===== src/rtl/juego_pkg.sv =====
// ---------------------------------------------------------------------------
// juego_pkg
// Shared definitions for the memory-game board: FSM state codes consumed by
// tablero_memoria, board dimensions and the LFSR feedback mask.
// ---------------------------------------------------------------------------
package juego_pkg;

    localparam int N_CARTAS = 16;               // board slots, power of two
    localparam int VAL_W    = 3;                // card value width
    localparam int PARES    = N_CARTAS / 2;     // number of pairs
    localparam int IDX_W    = $clog2(N_CARTAS); // slot index width

    localparam logic [15:0] LFSR_TAPS = 16'hB400;

    typedef enum logic [3:0] {
        INICIO         = 4'd0,
        MUESTRO        = 4'd1,
        OCULTA         = 4'd2,
        REVUELVE       = 4'd3,
        INICIO_JUEGO   = 4'd4,
        TURNO          = 4'd5,
        UNA_CARTA      = 4'd6,
        DOS_CARTAS     = 4'd7,
        MOSTRAR_RANDOM = 4'd8,
        NO_MAS_PAREJAS = 4'd9,
        CONCLUSION     = 4'd10
    } estado_t;

endpackage


===== src/rtl/lfsr16.sv =====
// ---------------------------------------------------------------------------
// lfsr16
// Free-running 16-bit Galois LFSR (right shift, feedback mask LFSR_TAPS).
// Advances every clock; loads SEED on reset. SEED must be nonzero.
// Ports:
//   clk  in   system clock
//   rst  in   asynchronous active-low reset
//   q    out  current LFSR state
// ---------------------------------------------------------------------------
module lfsr16
    import juego_pkg::*;
#(
    parameter logic [15:0] SEED = 16'hACE1
) (
    input  logic        clk,
    input  logic        rst,
    output logic [15:0] q
);

    always_ff @(posedge clk or negedge rst) begin
        if (!rst) q <= SEED;
        else      q <= {1'b0, q[15:1]} ^ (q[0] ? LFSR_TAPS : 16'h0000);
    end

endmodule


===== src/rtl/tablero_memoria.sv =====
// ---------------------------------------------------------------------------
// tablero_memoria
// Card-board responder for the memory-game FSM. Owns the board (values,
// visibility, matched flags), runs the show/hide/shuffle sweeps, accepts
// player and random picks, evaluates pairs, and returns the handshakes.
// Ports:
//   clk, rst               clock, asynchronous active-low reset
//   state[3:0]             FSM state code (estado_t)
//   sel_valid, sel_idx     one-cycle player pick strobe and slot
//   cartas_mostradas       show sweep done (level, while in MUESTRO)
//   cartas_ocultas         hide sweep done (level, while in OCULTA)
//   cartas_revueltas       shuffle done (level, while in REVUELVE)
//   se_eligio_carta        pick accepted (1-cycle pulse)
//   cartas_seleccionadas   face-up cards in current turn (0..2)
//   pareja_encontrada      match pulse from pair evaluation
//   pares_encontrados      matched pairs (0..PARES)
//   card_val               slot values, slot i at [i*VAL_W +: VAL_W]
//   card_visible           slot face-up or matched
// ---------------------------------------------------------------------------
module tablero_memoria
    import juego_pkg::*;
#(
    parameter logic [15:0] SEMILLA = 16'hACE1
) (
    input  logic                      clk,
    input  logic                      rst,
    input  logic [3:0]                state,
    input  logic                      sel_valid,
    input  logic [IDX_W-1:0]          sel_idx,
    output logic                      cartas_mostradas,
    output logic                      cartas_ocultas,
    output logic                      cartas_revueltas,
    output logic                      se_eligio_carta,
    output logic [1:0]                cartas_seleccionadas,
    output logic                      pareja_encontrada,
    output logic [3:0]                pares_encontrados,
    output logic [N_CARTAS*VAL_W-1:0] card_val,
    output logic [N_CARTAS-1:0]       card_visible
);

    logic [VAL_W-1:0]    val [N_CARTAS];
    logic [N_CARTAS-1:0] vis, mat;
    logic [IDX_W:0]      idx;          // sweep/scan position, saturates at N_CARTAS
    logic [3:0]          prev_state;
    logic [IDX_W-1:0]    pick0, pick1, rnd_start;

    logic [IDX_W-1:0]    lfsr_lo;
    logic [15-IDX_W:0]   lfsr_unused;

    lfsr16 #(.SEED(SEMILLA)) u_lfsr (
        .clk (clk),
        .rst (rst),
        .q   ({lfsr_unused, lfsr_lo})
    );

    // A state change restarts the phase on the same edge: the first cycle in
    // a state already acts on position 0.
    logic           entry;
    logic [IDX_W:0] eff;
    logic [IDX_W-1:0] scan_slot;
    logic           turn_open, sel_ok, scan_ok;
    logic           acc_en;
    logic [IDX_W-1:0] acc_slot;

    localparam logic [IDX_W:0] SWEEP_END = (IDX_W+1)'(N_CARTAS);

    assign entry     = (state != prev_state);
    assign eff       = entry ? '0 : idx;
    assign scan_slot = entry ? lfsr_lo : rnd_start + idx[IDX_W-1:0];
    assign turn_open = (cartas_seleccionadas < 2'd2);
    assign sel_ok    = !mat[sel_idx]   && !vis[sel_idx]   && turn_open;
    assign scan_ok   = !mat[scan_slot] && !vis[scan_slot] && turn_open;

    // Player picks and the random scan share one acceptance path.
    always_comb begin
        acc_en   = 1'b0;
        acc_slot = sel_idx;
        case (state)
            TURNO, UNA_CARTA: acc_en = sel_valid && sel_ok;
            MOSTRAR_RANDOM: begin
                acc_slot = scan_slot;
                acc_en   = (eff < SWEEP_END) && scan_ok;
            end
            default: ;
        endcase
    end

    always_ff @(posedge clk or negedge rst) begin
        if (!rst) begin
            for (int i = 0; i < N_CARTAS; i++) val[i] <= VAL_W'(i >> 1);
            vis                  <= '0;
            mat                  <= '0;
            idx                  <= '0;
            prev_state           <= INICIO;
            pick0                <= '0;
            pick1                <= '0;
            rnd_start            <= '0;
            cartas_mostradas     <= 1'b0;
            cartas_ocultas       <= 1'b0;
            cartas_revueltas     <= 1'b0;
            se_eligio_carta      <= 1'b0;
            cartas_seleccionadas <= '0;
            pareja_encontrada    <= 1'b0;
            pares_encontrados    <= '0;
        end else begin
            prev_state        <= state;
            idx               <= eff;
            se_eligio_carta   <= 1'b0;
            pareja_encontrada <= 1'b0;
            if (entry) begin
                cartas_mostradas <= 1'b0;
                cartas_ocultas   <= 1'b0;
                cartas_revueltas <= 1'b0;
            end

            if (acc_en) begin
                vis[acc_slot] <= 1'b1;
                if (cartas_seleccionadas == 2'd0) pick0 <= acc_slot;
                else                              pick1 <= acc_slot;
                cartas_seleccionadas <= cartas_seleccionadas + 2'd1;
                se_eligio_carta      <= 1'b1;
            end

            case (state)
                INICIO: begin
                    mat                  <= '0;
                    vis                  <= '0;
                    pares_encontrados    <= '0;
                    cartas_seleccionadas <= '0;
                end
                MUESTRO: begin
                    if (eff < SWEEP_END) begin
                        vis[eff[IDX_W-1:0]] <= 1'b1;
                        idx <= eff + 1'b1;
                    end else cartas_mostradas <= 1'b1;
                end
                OCULTA: begin
                    if (eff < SWEEP_END) begin
                        vis[eff[IDX_W-1:0]] <= 1'b0;
                        idx <= eff + 1'b1;
                    end else cartas_ocultas <= 1'b1;
                end
                REVUELVE: begin
                    // Non-blocking swap reads both old values: always a permutation.
                    if (eff < SWEEP_END) begin
                        val[eff[IDX_W-1:0]] <= val[lfsr_lo];
                        val[lfsr_lo]        <= val[eff[IDX_W-1:0]];
                        idx <= eff + 1'b1;
                    end else cartas_revueltas <= 1'b1;
                end
                MOSTRAR_RANDOM: begin
                    if (entry) rnd_start <= lfsr_lo;
                    // A hit parks the scan at the end so only one pick is made.
                    if (eff < SWEEP_END) idx <= acc_en ? SWEEP_END : eff + 1'b1;
                end
                DOS_CARTAS: begin
                    if (eff == '0) begin
                        idx <= 1;
                        if (cartas_seleccionadas == 2'd2) begin
                            if (val[pick0] == val[pick1]) begin
                                mat[pick0]        <= 1'b1;
                                mat[pick1]        <= 1'b1;
                                pareja_encontrada <= 1'b1;
                                if (pares_encontrados < 4'(PARES))
                                    pares_encontrados <= pares_encontrados + 4'd1;
                            end else begin
                                vis[pick0] <= 1'b0;
                                vis[pick1] <= 1'b0;
                            end
                            cartas_seleccionadas <= '0;
                        end
                    end
                end
                default: ;
            endcase
        end
    end

    genvar g;
    generate
        for (g = 0; g < N_CARTAS; g++) begin : g_val
            assign card_val[g*VAL_W +: VAL_W] = val[g];
        end
    endgenerate

    assign card_visible = vis | mat;

endmodule


===== config.mk =====
export PLATFORM = sky130hd
export DESIGN_NAME = tablero_memoria
export DESIGN_NICKNAME = d
export VERILOG_FILES = /design/src/rtl/juego_pkg.sv /design/src/rtl/lfsr16.sv /design/src/rtl/tablero_memoria.sv
export SDC_FILE = /design/constraint.sdc
export NUM_CORES = 1
export LEC_CHECK = 0
export CAP_MARGIN = 20
export CORE_ASPECT_RATIO = 2
export CORE_MARGIN = 3
export CORE_UTILIZATION = 57
export CTS_CLUSTER_SIZE = 25
export DETAILED_ROUTE_END_ITERATION = 10
export GPL_TIMING_DRIVEN = 0
export PLACE_DENSITY = 0.85
export SYNTH_ARGS = -nofsm -noshare
export SYNTH_HDL_FRONTEND = slang
export SYNTH_HIERARCHICAL = 1
export SYNTH_SLANG_ARGS = --single-unit

===== constraint.sdc =====
create_clock -name clk -period 4.31 [get_ports clk]
set_input_delay 0.6465 -clock clk [delete_from_list [all_inputs] [get_ports clk]]
set_output_delay 0.6465 -clock clk [all_outputs]
set_load 0.05 [all_outputs]

==> key figures <==
Clock tree
  • Num CTS Buffers: 17
  • Clock transition at the registers of the reported paths: 0.06 ns
  • Clk_lat worst skew: 0.45 ns
  • TritonCTS clock tree: built
  • Clk sinks: 128
  • CTS H-tree depth: 4
  • Max clock buf depth: 2
  • Root Buffer: clkbuf_16
  • Post-CTS Hold Fix Bufs: 0

Outcome
  • Status: completed

Pwr
  • P_int: 2.80 mW
  • Net Sw Frac: 0.401
  • Lkg Pwr: 4.14 nW
  • Clock power share: 0.324
  • Logic pwr share: 0.374
  • Max IR drop VDD: 0.294 mV
  • Pwr/cell area: 434 nW/µm²
  • Reg power frac: 0.302
  • Final Power: 4.67 mW
  • Switching power: 1.87 mW

Final layout
  • # diodes: 0
  • Design area: 10800 µm²
  • Filler instances: 1222
  • Commonest non-fill, non-tap cells in the layout: nand2_1, dfrtp_1, clkdlybuf4s50_1
  • Commonest non-fill, non-tap cell in the layout: nand2_1
  • Area delta synth->final: 19.3%
  • # nets final: 1070
  • Ratio of cells with drive above 1 in the final layout: 0.172

Placement
  • Detailed Place HPWL: 29700 µm
  • # port buffers: 84
  • Pre-CTS setup slack: -0.713 ns
  • Cell Area, Placed: 10100 µm²
  • Gp weighted congestion: 1.06

Worst hold path
  • Hold crit path type: in -> async

Floorplan
  • Initial Util: 0.586
  • Die area: 17400 µm²
  • FP Rows: 64
  • I/O Pins: 86
  • Height of the chip: 184 µm
  • Core Footprint: 15400 µm²
  • Die width: 94.9 µm

Logic synthesis
  • Synthesized area: 9010 µm²
  • Post-synth cell types: 81
  • Synth warn: 6
  • Largest area contributor in the netlist: dfrtp_1
  • Mapped Avg Cell Area: 9.55 µm²
  • Synthesis-stage register bit count: 128
  • Syn_nets: 966
  • Prevailing post-synth register cell: dfrtp_1
  • Post-Syn Instances: 943
  • FFs w/ async S/R, synth: 1.00
  • Synth area leaders: dfrtp_1, mux4_2, dfstp_2
  • EDFF count, synth: 0
  • Yosys top cell area share: 0.267
  • Seq/Total Area, Yosys: 0.360

Critical path
  • Crit-path max FO: 10
  • Launch point of the worst reg-to-reg path: u_lfsr/q[0]
  • Setup crit start kind: primary input
  • Worst setup path startpoint: state[1]
  • WP data arrival: 4.55 ns
  • Element type at the critical path end: register
  • Crit path kind: in -> reg
  • Worst path required time: 4.61 ns

STA
  • Worst-Margin Slew: 1.16 ns
  • Worst Skew: 0.0113 ns
  • Final Hold Viols: 0
  • Final setup viols: 0
  • Top achievable clock speed: 235 MHz
  • Period minus WS final: 4.25 ns
  • Final period util: 0.986
  • Unrepaired setup endpoints after global routing: no
  • Slew HR: 0.226
  • Setup slack after layout: 0.0604 ns
  • TNS Setup: 0 ns
  • Slew Viols, Final: 0

Detailed routing
  • Vias/cell: 7.58
  • Initial drt markers: 1049
  • Residual DRC count: 0
  • Vias: 9539
  • Final antenna-violating net count: 0
  • Routed wire length: 40400 µm
  • DRT Pass-1 Iters: 8
  • Wire per inst: 32.1 µm

GRT
  • Largest net degree at the start of global routing: 83
  • GRT Overall Usage: 0.487
  • Grt total ovfl: 0
  • First-pass GRT wire length: 60700 µm
  • Vias in the first global route: 9971
  • Antenna violations before repair: 0

Run
  • Max-cap violation count: 0
[sequential cells by signal (all words and copies together), names as in the netlist]
| register | flops |
|---|---|
| prev_state | 4 |
| cartas_ocultas | 1 |
| mat | 16 |
| u_lfsr/q | 16 |
| pick1 | 4 |
| cartas_seleccionadas | 2 |
| pick0 | 4 |
| idx | 5 |
| pares_encontrados | 4 |
| pareja_encontrada | 1 |
| rnd_start | 4 |
| cartas_revueltas | 1 |
| se_eligio_carta | 1 |
| cartas_mostradas | 1 |
| card_val | 48 |
| vis | 16 |
[critical path: stages]
cell             delay [ns]
clkdlybuf4s50_1        0.44
buf_6                  0.16
xor2_1                 0.21
nor4_4                 0.49
buf_2                  0.36
nand2_1                0.24
ha_1                   0.50
o211ai_1               0.52
nor2_2                 0.21
nand2_1                0.24
clkbuf_1               0.38
o21ai_0                0.16
[layout make-up]
class                           count  area (µm²)  share of cell area
Timing Repair Buffer               86         875              0.0813
Multi-Input combinational cell    709        5320               0.494
Buffer                             76         355              0.0331
Clock buffer                       20         447              0.0415
Tap cell                          198         248              0.0230
Sequential cell                   128        3240               0.302
Clock inverter                     12         160              0.0149
Inverter                           29         109              0.0101
[repair_timing]
item                                    in CTS  in global routing
setup buffers                                0                  0
pin swaps                                    0                  1
endpoints found under the setup margin      11                 22
gates resized for setup                      3                  3
endpoints found under the hold margin        0                  0
[final timing paths]
path	to	slack [ns]	depth (start not counted)
max	mat[6]	0.06	12
min	card_val[7]	0.12	1
max reg2reg	card_val[28]	0.36	8
min reg2reg	u_lfsr/q[5]	0.36	0
max in group asynchronous	vis[13]	3.41	2
min in group clk	u_lfsr/q[5]	0.36	0
[synth_stat cells (all sizes together), types with 28 or more instances]
cell type	instances
dfrtp	96
nand3	37
a21oi	64
a22oi	32
nor2	69
clkbuf	50
dfstp	32
o21ai	40
inv	28
mux4	48
nand2	103
[power groups by stage]
stage / logic [mW] / registers, mW / clock network, mW
2_1_floorplan: 1.04 / 1.48 / 0
3_3_place_gp: 1.65 / 1.42 / 0
3_5_place_dp: 1.67 / 1.42 / 0
4_1_cts: 1.67 / 1.41 / 1.50
5_1_grt: 1.82 / 1.42 / 1.55
6_report: 1.75 / 1.41 / 1.51
[per-stage QoR]
step | utilization | hold WS, ns | instances
floorplan | - | 0.331 | 943
global placement | 0.657 | 0.347 | 1225
global route | 0.699 | 0.147 | 1258
CTS | 0.699 | 0.145 | 1258
finish | 0.699 | 0.121 | 1258
detailed placement | 0.659 | 0.348 | 1226
[cell families (layout without fill, tap and decap cells)]
family	Yosys count	after routing	synth area share
adder cells (fa/ha/maj)	12	12	0.0175
multiplexers	75	75	0.152
buffers and inverters	106	223	0.0517
XOR/XNOR	16	16	0.0156
flip-flops	128	128	0.360
AND/OR/NAND/NOR	296	296	0.156
AO/OA/AOI/OAI	310	310	0.248
[routing by layer]
metal	share of wire	up-vias	global-route usage	wire length, µm
li1	-	3837	-	-
met1	0.29	4487	0.464	11600
met2	0.47	850	0.775	19100
met3	0.10	365	0.164	4190
met4	0.14	0	0.492	5450
met5	0	-	0.0179	0
Power figures use the tool's default switching activity.
==> RTL change 1: new RTL, same settings <==
Register the inputs `state`, `sel_valid` and `sel_idx` before use, cleared by the reset. The logic sees them one clock later. Comments in the files are not updated.
--- a/src/rtl/tablero_memoria.sv
+++ b/src/rtl/tablero_memoria.sv
@@ -40,2 +40,18 @@
 
+    logic [3:0] state_q;
+    logic sel_valid_q;
+    logic [IDX_W-1:0] sel_idx_q;
+
+    always_ff @(posedge clk or negedge rst) begin
+        if (!rst) begin
+            state_q     <= '0;
+            sel_valid_q <= '0;
+            sel_idx_q   <= '0;
+        end else begin
+            state_q     <= state;
+            sel_valid_q <= sel_valid;
+            sel_idx_q   <= sel_idx;
+        end
+    end
+
     logic [VAL_W-1:0]    val [N_CARTAS];
@@ -66,3 +82,3 @@
 
-    assign entry     = (state != prev_state);
+    assign entry     = (state_q != prev_state);
     assign eff       = entry ? '0 : idx;
@@ -70,3 +86,3 @@
     assign turn_open = (cartas_seleccionadas < 2'd2);
-    assign sel_ok    = !mat[sel_idx]   && !vis[sel_idx]   && turn_open;
+    assign sel_ok    = !mat[sel_idx_q]   && !vis[sel_idx_q]   && turn_open;
     assign scan_ok   = !mat[scan_slot] && !vis[scan_slot] && turn_open;
@@ -76,5 +92,5 @@
         acc_en   = 1'b0;
-        acc_slot = sel_idx;
-        case (state)
-            TURNO, UNA_CARTA: acc_en = sel_valid && sel_ok;
+        acc_slot = sel_idx_q;
+        case (state_q)
+            TURNO, UNA_CARTA: acc_en = sel_valid_q && sel_ok;
             MOSTRAR_RANDOM: begin
@@ -105,3 +121,3 @@
         end else begin
-            prev_state        <= state;
+            prev_state        <= state_q;
             idx               <= eff;
@@ -123,3 +139,3 @@
 
-            case (state)
+            case (state_q)
                 INICIO: begin
Function: changed (a bounded check fails within 4 cycles, from zero or initial values and one cycle with rst low).
==> RTL change 1 against the original RTL <==
Final cell count rose by 0.40%. Synthesized cell count up 0.11%. Worst setup slack worse by 5.8 ps. Power fell by 4.1%. Non-clock buffer count increased by 4. Maximum frequency fell by 0.14%. Routed wire length is 5.7% lower. Combinational power is 18% lower. Sequential cell count rose by 9. Area after synthesis up 0.67%. First-iteration DRC count is 27% higher. Final area grew 0.70%. Critical path type is now flip-flop to flip-flop. Critical endpoint is now card_val[35]$_DFFE_PN1P_.
==> RTL change 1: results (changes against the original RTL) <==
metric	value	unit	change
status	complete, no violations		
Post-DRT Antenna Nets	0		unchanged
first-pass GRT wire length	57.33	mm	-5.6%
max reg flops	48		unchanged
Synth Area in XOR/XNOR	0.01448		-0.001069
TritonCTS buffer count	17		unchanged
Top FF cell, synth	dfrtp_1		
DR vias	9419		-1.3%
synth unique cells	69		-15%
post-synthesis mux area share	0.1771		+0.02507
Compound-Gate Fraction of Synth Area	0.1930		-0.05475
final wirelength	38.07	mm	-5.7%
global-route usage over all layers	0.4534		-0.03332
register area share after synthesis	0.3824		+0.02245
CTS Hold Bufs	0		unchanged
Pleak	4.253	nW	+2.8%
Nets	1074		+0.37%
DP Wirelength	27.44	mm	-7.5%
Syn. warnings	6		unchanged
worst-skew pair later-pin latency	440	ps	
Finished Layout Cells	1263		+0.40%
asr flop ratio synth	1.000		unchanged
post-cts gate resize count	0		-3
Setup Skew	12.77	ps	+1.458 ps
Post-synth top cells	105 x dfrtp_1, 100 x a21oi_1, 92 x nor2_1		
CTS root buffer	clkbuf_16		
PortBufs	85		+1.2%
max_slew headroom	0.2324		+0.006688
Clk pin slew, worst setup/hold paths	60	ps	about the same
post-synth net total	967		+0.10%
postcts setup bufs	0		unchanged
antenna violations before repair	1		+1
switching share of power	0.3766		-0.02437
share of cells above drive strength 1	0.1664		-0.005345
Layout fillers	1198		-2.0%
WP data arrival	4590	ps	+40 ps
post-synthesis adder-cell area fraction	0.01738		-0.0001159
H-tree level count	4		unchanged
largest net degree at the start of global routing	94		+13%
vias in the first global route	9423		-5.5%
largest cells by area after synthesis	dfrtp_1 29%, mux4_2 14%, dfstp_2 9.3%		
initial DRC count	1330		+27%
Initial DRT Pass Iterations	10		+2
crit path max fanout	10		unchanged
cells after synthesis	944		+0.11%
dpl cells	1229		+0.24%
clock tree buffer depth	2		unchanged
Peak VDD IR	0.2761	mV	-6.1%
worst min path class	input port to async pin		
GPL Wtd Cong	1.109		+4.1%
## RTL change 1: cell types whose count changed after synthesis, moves of 12 or more
cell,unedited run,this run
nand4_1,7,24
nand2_1,103,77
a21oi_1,64,100
o22ai_1,10,34
a2bb2oi_1,13,1
nor2_1,68,92
o31ai_1,24,8
a22oi_1,32,20
## RTL change 1: final cells by class
type                            count  share of cell area
Antenna cell                        1           0.0002311
Buffer                             78             0.03190
Clock buffer                       19             0.04184
Clock inverter                     13             0.01433
Inverter                           33             0.01144
Multi-Input combinational cell    696              0.4746
Sequential cell                   137              0.3204
Tap cell                          198             0.02288
Timing Repair Buffer               88             0.08240
## RTL change 1: path summary, 6_finish.rpt
path | startpoint | end | slack (ps) | depth (start not counted)
max | state_q[1]$_DFF_PN0_ | card_val[35]$_DFFE_PN1P_ | 50 | 10
min | rst | u_lfsr/q[12]$_DFF_PN0_ | 130 | 1
max reg2reg | state_q[1]$_DFF_PN0_ | card_val[35]$_DFFE_PN1P_ | 50 | 10
min reg2reg | u_lfsr/q[12]$_DFF_PN0_ | u_lfsr/q[11]$_DFF_PN1_ | 350 | 0
max in group asynchronous | rst | vis[4]$_DFF_PN0_ | 3370 | 2
min in group clk | u_lfsr/q[12]$_DFF_PN0_ | u_lfsr/q[11]$_DFF_PN1_ | 350 | 0
## RTL change 1: worst max-delay path, stage by stage (launching register included)
cell and delay (ps):
dfrtp_1 490, xor2_1 230, nor4_2 690, buf_4 320
nand2_1 180, inv_1 170, ha_1 400, clkbuf_1 640
nand3_1 250, o22ai_1 630, a21oi_1 150
## RTL change 1: power groups by stage
stage               clock network, mW  registers, mW  logic [mW]
finish                           1.55           1.49        1.44
global route                     1.60           1.49        1.52
CTS                              1.54           1.48        1.41
detailed placement                  0           1.50        1.40
global placement                    0           1.50        1.36
floorplan                           0           1.53       0.906
## RTL change 1: metal layers
metal	global-route usage	wire length (um)	vias up
li1	-	-	3767
met1	0.4726	11210	4444
met2	0.7099	18080	899
met3	0.1279	3976	309
met4	0.4338	4790	0
met5	0	0	-
## RTL change 1: cell families (layout without fill, tap and decap cells)
logic type,after synthesis,in the layout
XOR/XNOR,15,15
other,0,1
AND/OR/NAND/NOR,308,308
flip-flops,137,137
multiplexers,84,84
AO/OA/AOI/OAI,277,277
buffers and inverters,111,231
adder cells (fa/ha/maj),12,12
## RTL change 1: metrics by stage
step	setup WS (ps)	power [mW]	instance area, um^2	util
floorplan	1276	2.436	9070	-
global placement	-2693	2.857	10170	0.6580
detailed placement	465.2	2.891	10210	0.6607
CTS	445.7	4.422	10820	0.7000
global route	30.04	4.611	10830	0.7005
finish	54.59	4.478	10830	0.7005
==> RTL change 2: new RTL, config.mk and constraints unchanged <==
Without the edit above. Change the package constant `VAL_W` from 3 to 4.
--- a/src/rtl/juego_pkg.sv
+++ b/src/rtl/juego_pkg.sv
@@ -8,3 +8,3 @@
     localparam int N_CARTAS = 16;               // board slots, power of two
-    localparam int VAL_W    = 3;                // card value width
+    localparam int VAL_W    = 4;                // card value width
     localparam int PARES    = N_CARTAS / 2;     // number of pairs
Interface: changed (resized card_val); port bits go from 86 to 102. No check against the original RTL was run, so the function may have changed too.
==> RTL change 2 against the original RTL <==
The flow now finishes with violations (negative setup slack). Sequential cell count is 16 higher. Final area grew 12%. Largest cell class unchanged. Routed wire length rose by 18%. Final cell count grew 12%. Power fell by 4.3%. Area after synthesis is 12% higher. Largest power group is now sequential cells. Die area increased by 12%. Worst setup slack worse by 64 ps.
==> RTL change 2: results (changes against the original RTL) <==
metric	value	unit	change
synth unique cells	82		+1.2%
Critical Path Max Stage Delay	610	ps	+90 ps
register area share after synthesis	0.3604		+0.0004906
WP data arrival	4670	ps	+120 ps
worst-skew pair later-pin latency	450	ps	about the same
Reg-to-Reg End	vis[3]$_DFF_PN0_		
met3 WL post-DR	4.801	mm	+15%
dpl ws	-948.8	ps	-236.0 ps
status	finished, violations left		
met2 wire length	22.73	mm	+19%
final wirelength	47.74	mm	+18%
Finish-stage setup viols	1		+1
Layout fillers	1317		+7.8%
crit path launch	pick0[0]$_DFFE_PN0P_		
global-route usage over all layers	0.5001		+0.01332
Post-Route Utilization	0.6962		-0.003149
initial DRC count	1391		+33%
PortBufs	100		+19%
post-synthesis mux area share	0.1577		+0.005631
Peak VDD IR	0.2282	mV	-22%
post-synth net total	1080		+12%
DR vias	10800		+13%
max reg flops	64		+33%
Slowest-stage cell, CP	mux4_2		
Compound-Gate Fraction of Synth Area	0.2268		-0.02098
asr flop ratio synth	1.000		unchanged
clock tree buffer depth	2		unchanged
crit path max fanout	10		unchanged
largest cells by area after synthesis	dfrtp_1 28%, mux4_2 12%, dfstp_2 8.3%		
antenna violations before repair	1		+1
post-synthesis adder-cell area fraction	0.01560		-0.001902
Synth Area in XOR/XNOR	0.02191		+0.006355
met3 GRT Util	0.1408		-0.02347
GPL Wtd Cong	1.124		+5.6%
largest net degree at the start of global routing	89		+7.2%
max layer used	met5		
dpl cell area	0.01141	mm^2	+13%
worst-margin pin slew	1124	ps	-31.70 ps
met1 WL	13.60	mm	+17%
setup TNS	-3.830	ps	-3.830 ps
Worst Setup EP	vis[3]$_DFF_PN0_		
Pleak	4.678	nW	+13%
r2r worst-path depth	11		+3
DP Wirelength	35.25	mm	+19%
Syn. warnings	6		unchanged
Initial DRT Pass Iterations	7		-1
Post-synth top cells	121 x nand2_1, 112 x dfrtp_1, 91 x nor2_1		
vias in the first global route	11020		+10%
GR Layer Usage met2	0.7991		+0.02394
met1 Use GR	0.4929		+0.02894
share of cells above drive strength 1	0.1683		-0.003356
Nets	1204		+13%
failing checks	negative setup slack		
first-pass GRT wire length	70.73	mm	+16%
Worst Slack Setup Final	-3.830	ps	-64.19 ps
switching share of power	0.3931		-0.007868
Setup Skew	12.25	ps	+0.9412 ps
==> RTL change 2: cell type report <==
cell class                 instances  area share
multi-input combinational        796      0.4990
timing repair buffer             107     0.08957
clock buffer                      19     0.03749
buffer                            84     0.03086
sequential                       144      0.3015
tap                              210     0.02175
clock inverter                    13     0.01015
inverter                          31    0.009630
==> RTL change 2: repair_timing <==
action	CTS	global route
pin swaps	1	1
setup endpoints to repair	64	59
gates resized for setup	7	13
setup buffers	1	2
==> RTL change 2: power by group through the flow <==
stage	registers [mW]	logic [mW]	clock network, mW
finish	1.53	1.45	1.49
global route	1.53	1.52	1.51
CTS	1.52	1.40	1.46
detailed placement	1.55	1.39	0
global placement	1.54	1.37	0
floorplan	1.58	0.872	0
==> RTL change 2: kinds of logic after synthesis <==
| logic type | count (synthesis) |
|---|---|
| flops | 144 |
| fa+ha+maj | 12 |
| buf+inv | 117 |
| mux | 86 |
| simple gates | 361 |
| xor+xnor | 18 |
| compound gates | 319 |
==> RTL change 2: critical path, delay by kind of cell, from the launching register on <==
kind	cells	cell delay [ps]
AOI/OAI and AO/OA	4	1090
xor gates and xnor gates	1	160
buffers and inverters	3	1140
DFF	1	320
muxes	1	610
and+or+nand+nor	2	890
==> RTL change 2: stage by stage <==
| step | hold WS (ps) | total power [mW] | cells |
|---|---|---|---|
| 2_1_floorplan | 331.2 | 2.448 | 1057 |
| 3_3_place_gp | 346.2 | 2.917 | 1367 |
| 3_5_place_dp | 337.8 | 2.938 | 1370 |
| 4_1_cts | 188.4 | 4.384 | 1401 |
| 5_1_grt | 198.4 | 4.567 | 1404 |
| 6_report | 165.9 | 4.470 | 1404 |
